`src/rtl/sysarr_pkg.sv`:
```
// Shared types and constants for the FP16 systolic mesh edge feeder.
package sysarr_pkg;

  localparam int W = 16;

  localparam logic [W-1:0] FP16_ZERO = 16'h0000;
  localparam logic [W-1:0] FP16_ONE  = 16'h3C00;

  typedef enum logic [1:0] {
    IDLE,
    FEED,
    FLUSH,
    DONE
  } state_e;

endpackage

```
`src/rtl/sysarr_feeder_if.sv`:
```
// Operand-loader / control / mesh-edge bundle of the systolic feeder.
interface sysarr_feeder_if
  import sysarr_pkg::*;
#(
  parameter int LANES = 5
) ();

  logic               in_valid;
  logic               in_ready;
  logic               in_sel;
  logic [3:0]         in_idx;
  logic [W-1:0]       in_data;
  logic               in_err;
  logic               start;
  logic               abort;
  logic               busy;
  logic               feed_valid;
  logic               done;
  logic [LANES*W-1:0] a_out;
  logic [LANES*W-1:0] b_out;

  modport master (
    output in_valid, in_sel, in_idx, in_data, start, abort,
    input  in_ready, in_err, busy, feed_valid, done, a_out, b_out
  );

  modport slave (
    input  in_valid, in_sel, in_idx, in_data, start, abort,
    output in_ready, in_err, busy, feed_valid, done, a_out, b_out
  );

endinterface

```
`src/rtl/sysarr_feed_bank.sv`:
```
// A/B operand register file with per-lane diagonal skew read for step k.
module sysarr_feed_bank
  import sysarr_pkg::*;
#(
  parameter int DIM   = 3,
  parameter int LANES = 5,
  parameter int KW    = 3
) (
  input  logic               clock,
  input  logic               rst_n,
  input  logic               we_i,
  input  logic               sel_i,
  input  logic [3:0]         idx_i,
  input  logic [W-1:0]       data_i,
  input  logic [KW-1:0]      k_i,
  output logic [LANES*W-1:0] a_lanes_o,
  output logic [LANES*W-1:0] b_lanes_o
);

  localparam int N = DIM * DIM;

  logic [W-1:0] mem_a_q [N];
  logic [W-1:0] mem_b_q [N];
  logic [W-1:0] eff_a   [N];
  logic [W-1:0] eff_b   [N];

  // NOTE: the banks are reset because a feed straight after reset must stream +0.0, not X.
  always_ff @(posedge clock or negedge rst_n) begin
    if (!rst_n) begin
      for (int e = 0; e < N; e++) begin
        mem_a_q[e] <= FP16_ZERO;
        mem_b_q[e] <= FP16_ZERO;
      end
    end else if (we_i) begin
      for (int e = 0; e < N; e++) begin
        if (idx_i == 4'(e)) begin
          if (sel_i) mem_b_q[e] <= data_i;
          else       mem_a_q[e] <= data_i;
        end
      end
    end
  end

  // A write landing on the same edge as the first step is forwarded so the feed sees it.
  always_comb begin
    for (int e = 0; e < N; e++) begin
      eff_a[e] = (we_i && !sel_i && idx_i == 4'(e)) ? data_i : mem_a_q[e];
      eff_b[e] = (we_i &&  sel_i && idx_i == 4'(e)) ? data_i : mem_b_q[e];
    end
  end

  // NOTE: defaulting every output first keeps this block free of inferred latches.
  always_comb begin
    a_lanes_o = '0;
    b_lanes_o = '0;
    for (int l = 0; l < DIM; l++) begin
      for (int c = 0; c < DIM; c++) begin
        if (k_i == KW'(l + c)) begin
          a_lanes_o[l*W +: W] = eff_a[l*DIM + c];
          b_lanes_o[l*W +: W] = eff_b[c*DIM + l];
        end
      end
    end
  end

endmodule

```
`src/rtl/sysarr_feeder.sv`:
```
// Edge feeder for the FP16 systolic mesh: buffers A/B, then streams skewed lanes and flushes.
module sysarr_feeder
  import sysarr_pkg::*;
#(
  parameter int DIM       = 3,
  parameter int LANES     = 5,
  parameter int FLUSH_CYC = 7
) (
  input  logic           clock,
  input  logic           rst_n,
  sysarr_feeder_if.slave bus
);

  localparam int N      = DIM * DIM;
  localparam int KW     = $clog2(2 * DIM);
  localparam int FW     = (FLUSH_CYC > 1) ? $clog2(FLUSH_CYC) : 1;
  localparam int F_LAST = (FLUSH_CYC > 0) ? FLUSH_CYC - 1 : 0;
  localparam logic [KW-1:0] K_LAST = KW'(2 * DIM - 2);

  state_e             state_q;
  logic [KW-1:0]      k_q;
  logic [KW-1:0]      k_rd;
  logic [FW-1:0]      f_q;
  logic [LANES*W-1:0] a_q, b_q;
  logic [LANES*W-1:0] a_nxt, b_nxt;
  logic               fv_q, done_q, err_q;
  logic               idle, wr_accept, idx_ok;

  assign idle      = (state_q == IDLE);
  assign wr_accept = bus.in_valid && idle;
  assign idx_ok    = (bus.in_idx < 4'(N));

  // The bank is read at the step being loaded into the output registers this edge.
  assign k_rd = (state_q == FEED) ? k_q + KW'(1) : '0;

  sysarr_feed_bank #(
    .DIM   (DIM),
    .LANES (LANES),
    .KW    (KW)
  ) u_bank (
    .clock     (clock),
    .rst_n     (rst_n),
    .we_i      (wr_accept && idx_ok),
    .sel_i     (bus.in_sel),
    .idx_i     (bus.in_idx),
    .data_i    (bus.in_data),
    .k_i       (k_rd),
    .a_lanes_o (a_nxt),
    .b_lanes_o (b_nxt)
  );

  always_ff @(posedge clock or negedge rst_n) begin
    if (!rst_n) begin
      state_q <= IDLE;
      k_q     <= '0;
      f_q     <= '0;
      a_q     <= '0;
      b_q     <= '0;
      fv_q    <= 1'b0;
      done_q  <= 1'b0;
      err_q   <= 1'b0;
    end else begin
      err_q  <= wr_accept && !idx_ok;
      fv_q   <= 1'b0;
      done_q <= 1'b0;
      a_q    <= '0;
      b_q    <= '0;
      case (state_q)
        IDLE: begin
          if (bus.start) begin
            state_q <= FEED;
            k_q     <= '0;
            fv_q    <= 1'b1;
            a_q     <= a_nxt;
            b_q     <= b_nxt;
          end
        end
        FEED: begin
          if (bus.abort) begin
            state_q <= IDLE;
            k_q     <= '0;
          end else if (k_q == K_LAST) begin
            k_q     <= '0;
            f_q     <= '0;
            state_q <= (FLUSH_CYC == 0) ? DONE : FLUSH;
            done_q  <= (FLUSH_CYC == 0);
          end else begin
            k_q  <= k_q + KW'(1);
            fv_q <= 1'b1;
            a_q  <= a_nxt;
            b_q  <= b_nxt;
          end
        end
        FLUSH: begin
          if (bus.abort) begin
            state_q <= IDLE;
            f_q     <= '0;
          end else if (f_q == FW'(F_LAST)) begin
            state_q <= DONE;
            f_q     <= '0;
            done_q  <= 1'b1;
          end else begin
            f_q <= f_q + FW'(1);
          end
        end
        DONE:    state_q <= IDLE;
        default: state_q <= IDLE;
      endcase
    end
  end

  assign bus.in_ready   = idle;
  assign bus.busy       = !idle;
  assign bus.in_err     = err_q;
  assign bus.feed_valid = fv_q;
  assign bus.done       = done_q;
  assign bus.a_out      = a_q;
  assign bus.b_out      = b_q;

endmodule

```
`src/flat_wrapper.sv`:
```
// flat-port wrapper written by rule: the top's interface ports become plain ports
module sysarr_feeder_flat import sysarr_pkg::*;
#(
  parameter int DIM       = 3,
  parameter int LANES     = 5,
  parameter int FLUSH_CYC = 7
)
  (clock, rst_n, bus_in_valid, bus_in_sel, bus_in_idx, bus_in_data, bus_start, bus_abort, bus_in_ready, bus_in_err, bus_busy, bus_feed_valid, bus_done, bus_a_out, bus_b_out);
  sysarr_feeder_if #(.LANES(LANES)) bus_i ();
  input  logic clock;
  input  logic rst_n;
  input wire logic [$bits(bus_i.in_valid)-1:0] bus_in_valid;
  input wire logic [$bits(bus_i.in_sel)-1:0] bus_in_sel;
  input wire logic [$bits(bus_i.in_idx)-1:0] bus_in_idx;
  input wire logic [$bits(bus_i.in_data)-1:0] bus_in_data;
  input wire logic [$bits(bus_i.start)-1:0] bus_start;
  input wire logic [$bits(bus_i.abort)-1:0] bus_abort;
  output wire logic [$bits(bus_i.in_ready)-1:0] bus_in_ready;
  output wire logic [$bits(bus_i.in_err)-1:0] bus_in_err;
  output wire logic [$bits(bus_i.busy)-1:0] bus_busy;
  output wire logic [$bits(bus_i.feed_valid)-1:0] bus_feed_valid;
  output wire logic [$bits(bus_i.done)-1:0] bus_done;
  output wire logic [$bits(bus_i.a_out)-1:0] bus_a_out;
  output wire logic [$bits(bus_i.b_out)-1:0] bus_b_out;
  assign bus_i.in_valid = bus_in_valid;
  assign bus_i.in_sel = bus_in_sel;
  assign bus_i.in_idx = bus_in_idx;
  assign bus_i.in_data = bus_in_data;
  assign bus_i.start = bus_start;
  assign bus_i.abort = bus_abort;
  assign bus_in_ready = bus_i.in_ready;
  assign bus_in_err = bus_i.in_err;
  assign bus_busy = bus_i.busy;
  assign bus_feed_valid = bus_i.feed_valid;
  assign bus_done = bus_i.done;
  assign bus_a_out = bus_i.a_out;
  assign bus_b_out = bus_i.b_out;
  sysarr_feeder #(.DIM(DIM), .LANES(LANES), .FLUSH_CYC(FLUSH_CYC)) u_core (.clock(clock), .rst_n(rst_n), .bus(bus_i));
endmodule
```
`config.mk`:
```
export PLATFORM = sky130hd
export DESIGN_NAME = sysarr_feeder_flat
export DESIGN_NICKNAME = d
export VERILOG_FILES = /design/src/rtl/sysarr_pkg.sv /design/src/rtl/sysarr_feeder_if.sv /design/src/rtl/sysarr_feed_bank.sv /design/src/rtl/sysarr_feeder.sv /design/src/flat_wrapper.sv
export SDC_FILE = /design/constraint.sdc
export NUM_CORES = 1
export LEC_CHECK = 0
export ABC_CLOCK_PERIOD_IN_PS = 2790
export CORE_ASPECT_RATIO = 1.1
export CORE_UTILIZATION = 45
export DETAILED_ROUTE_END_ITERATION = 12
export GPL_TIMING_DRIVEN = 0
export HOLD_SLACK_MARGIN = 0.06
export PLACE_DENSITY = 0.75
export SLEW_MARGIN = 0
export SYNTH_ARGS = -nofsm -noshare
export SYNTH_HDL_FRONTEND = slang
export SYNTH_HIERARCHICAL = 1
export SYNTH_SLANG_ARGS = --single-unit
```
`constraint.sdc`:
```
create_clock -name clock -period 2.79 [get_ports clock]
set_input_delay 0.6975 -clock clock [delete_from_list [all_inputs] [get_ports clock]]
set_output_delay 0.6975 -clock clock [all_outputs]
set_load 0.01 [all_outputs]
```
==> results of run 1 <==
-- layout by cell type (no fill, tap or decap), types with 38 or more instances in the layout --
| master | synthesis | layout |
|---|---|---|
| a21oi_1 | 65 | 65 |
| dfrtp_1 | 459 | 459 |
| nand3_1 | 113 | 113 |
| clkdlybuf4s50_1 | 0 | 169 |
| conb_1 | 1 | 64 |
| mux2_2 | 136 | 138 |
| nand2_1 | 143 | 140 |
| clkbuf_16 | 0 | 49 |
| nor3b_1 | 162 | 147 |
| a221o_1 | 64 | 64 |
| mux2_4 | 9 | 38 |
| buf_4 | 68 | 91 |
| clkbuf_1 | 130 | 101 |
| o21ai_0 | 88 | 80 |
-- cell type report --
cell class | count | area [um^2] | share of cell area [%]
Clock inverter | 21 | 364 | 1.44
Buffer | 233 | 1350 | 5.35
Timing Repair Buffer | 203 | 2110 | 8.35
Clock buffer | 62 | 1300 | 5.15
Sequential cell | 459 | 11500 | 45.4
Tap cell | 574 | 718 | 2.84
Antenna cell | 3 | 7.51 | 0.0297
Multi-Input combinational cell | 1095 | 7940 | 31.4
Inverter | 4 | 15.0 | 0.0593
-- per-stage QoR --
step	setup slack, ns	setup TNS (ns)
finish	-0.0784	-0.0801
global route	-0.0136	-0.0287
CTS	0.00299	0
detailed placement	-1.46	-239.19
global placement	-18.30	-8595.14
floorplan	-0.0772	-1.42
-- worst max-delay path, cell delays in order --
cell and delay [ns]:
clkbuf_1 0.66, clkbuf_1 0.97, nor2_1 0.17, nand3_1 0.18
o311ai_0 0.26, a2bb2oi_1 0.22, nor3b_1 0.18
-- layer usage --
layer / up-vias / wire, um
li1: 6692 / -
met1: 7574 / 23400
met2: 707 / 26900
met3: 180 / 4700
met4: 8 / 3010
met5: - / 76
-- repair_timing --
action	4_1_cts	5_1_grt
setup endpoints to repair	307	91
resized for setup	78	70
cloned	2	2
pin swaps	6	8
buffers inserted	13	8
-- power by group through the flow --
| stage | Clock (W) | Combinational, W | Sequential (W) |
|---|---|---|---|
| 5_1_grt | 0.00718 | 0.00617 | 0.00834 |
| 4_1_cts | 0.00692 | 0.00560 | 0.00823 |
| 6_report | 0.00682 | 0.00576 | 0.00823 |
| 3_3_place_gp | 0 | 0.00527 | 0.00836 |
| 2_1_floorplan | 0 | 0.00302 | 0.00845 |
| 3_5_place_dp | 0 | 0.00542 | 0.00834 |
-- worst min path at each step --
stage	end	slack, ns	cells past startpoint
2_1_floorplan	u_core/bus.a_out[0]	0.40	0
3_3_place_gp	u_core/u_bank/mem_b_q[126]	0.45	2
3_5_place_dp	u_core/u_bank/mem_b_q[126]	0.46	2
4_1_cts	u_core/bus.a_out[64]	0.09	1
5_1_grt	u_core/bus.a_out[76]	0.14	1
6_report	u_core/bus.a_out[76]	0.09	1
-- cell families after synthesis --
kind of cell / count (synthesis) / share of synthesized area, %
buffers and inverters: 242 / 6.11
AO/OA/AOI/OAI: 335 / 11.8
XOR/XNOR: 1 / 0.0436
multiplexers: 178 / 10.2
flip-flops: 459 / 57.2
adder cells (fa/ha/maj): 2 / 0.125
other: 1 / 0.0187
AND/OR/NAND/NOR: 515 / 14.5
-- state kept, by name, summed over array words and instances (netlist names) --
register	count
u_core/state_q	2
u_core/bus.done	1
u_core/u_bank/mem_a_q	144
u_core/u_bank/mem_b_q	144
u_core/bus.in_err	1
u_core/f_q	3
u_core/bus.b_out	80
u_core/bus.feed_valid	1
u_core/k_q	3
u_core/bus.a_out	80
==> results_dict.tcl, run 1 <==
set metrics [dict create \
    synthCells 1733 \
    dp_cells 2548 \
    finalNetCount 2071 \
    routed_via_density 5.71 \
    swShare_pct 30.5 \
    syn_area_mm2 0.0201 \
    use_met2_pct 40.3 \
    row_count 80 \
    clkTransAtPathRegs_ns 0.06 \
    grtUsageTotal_pct 25.7 \
    min-delay-path-class "in2async" \
    status "finished, violations left" \
    grt_overflow 0 \
    drive_gt1_share_pct 23.0 \
    drv_slew 0 \
    hold_viol 0 \
    clockBufferDepth 3 \
    grt_pass1_vias 15100 \
    placed_area_mm2 0.0231 \
    fin_util_pct 57.8 \
    ys_seq_area_share_pct 57.2 \
    clock-skew-final_ns 0.0121 \
    synthDistinctLibCells 54 \
    pwr-share-seq_pct 39.6 \
    cp.arrival_ns 3.35 \
    synth.largest_area_cell "dfrtp_1" \
    dieArea_mm2 0.0455 \
    startpoint "bus_in_data[10]" \
    setup_viol 2 \
    synthFlopType "dfrtp_1" \
    fill_cells 3507 \
    ant_nets 0 \
    drtIter0Drc 1429 \
    async_reset_ff_share_pct 100 \
    met3_usage_pct 5.79 \
    cts_made_buffers 47 \
    yosysTopAreaCellShare_pct 57.2 \
    path_max_fanout 10 \
    r2r-end "u_core/bus.b_out[6]" \
    fin_area_mm2 0.0253 \
    worstSetupEndpointType "register" \
    drc 0 \
    synth_area_per_cell_um2 11.6 \
    ff2ff_setup_slack_ns 0.02 \
    top_usage_layer "met2" \
    synth.area.top_cells "dfrtp_1 57%, mux2_2 7.6%, nor3b_1 6.1%, a221o_1 3.2%, nand3_1 2.8%" \
    peakVddDrop_mv 0.460 \
    io_pins 191 \
    coreArea_mm2 0.0437 \
    power_w 0.0208 \
    leakagePower_nw 12.0 \
    required_ns 3.28 \
    synth_seq_cells 459 \
    cp-start-kind "input pin" \
    synth_top_cells_by_count "459 x dfrtp_1, 162 x nor3b_1, 143 x nand2_1" \
    maxCapViolCount 0 \
    grt_max_degree 105 \
    tightest_slew_ns 1.23 \
    cts_sinks 459 \
    die_h_um 224 \
    holdBufCountCts 0 \
    reg2reg_depth 12 \
    internal_power_w 0.0145 \
    relSlewSlack_pct 18.1 \
    power.density_mw_per_mm2 822 \
    period_needed_ns 2.87 \
    wl_mm 58.1 \
    crit_path_end "u_core/bus.a_out[26]" \
    met1_usage_pct 33.6 \
    area_growth_pct 26.0 \
    min_period_over_period_pct 103 \
    violations "setup timing" \
    initial_utilization_pct 45.9 \
    worst_slack_ns -0.0784 \
    rsz0062_at_grt "true" \
    first_pass_iters 6 \
    clock_latency_ns 0.58 \
    port_buffers 174 \
    routedWlPerCell_um 21.9 \
    yosys_warnings 6 \
    hpwl_mm 39.4 \
    instances_no_fill 2654 \
    synth_most_common_cell "dfrtp_1" \
    gp_congestion 0.920 \
    via_count 15200 \
    grt_pass1_wl_mm 88.7 \
    cts_root_buffer "clkbuf_16" \
    fmax_mhz 349 \
    holdWs_ns 0.0901 \
    critPathKind "in2reg" \
    r2r-start "u_core/state_q[1]" \
    cts_tree "done" \
    die_w_um 203 \
    p_sw_w 0.00635 \
    htreeDepth 2 \
    antenna_found_initial 7 \
    p_clk_share_pct 32.8 \
    synth-edff-count 0 \
    combinationalPowerShare_pct 27.7 \
]
(Power assumes the default switching activity.)
==> run 2, diff against run 1 <==
ABC_AREA = 0   (was not set)
==> results of run 2 <==
Final layout, timing and power as in run 1 (identical DEF).
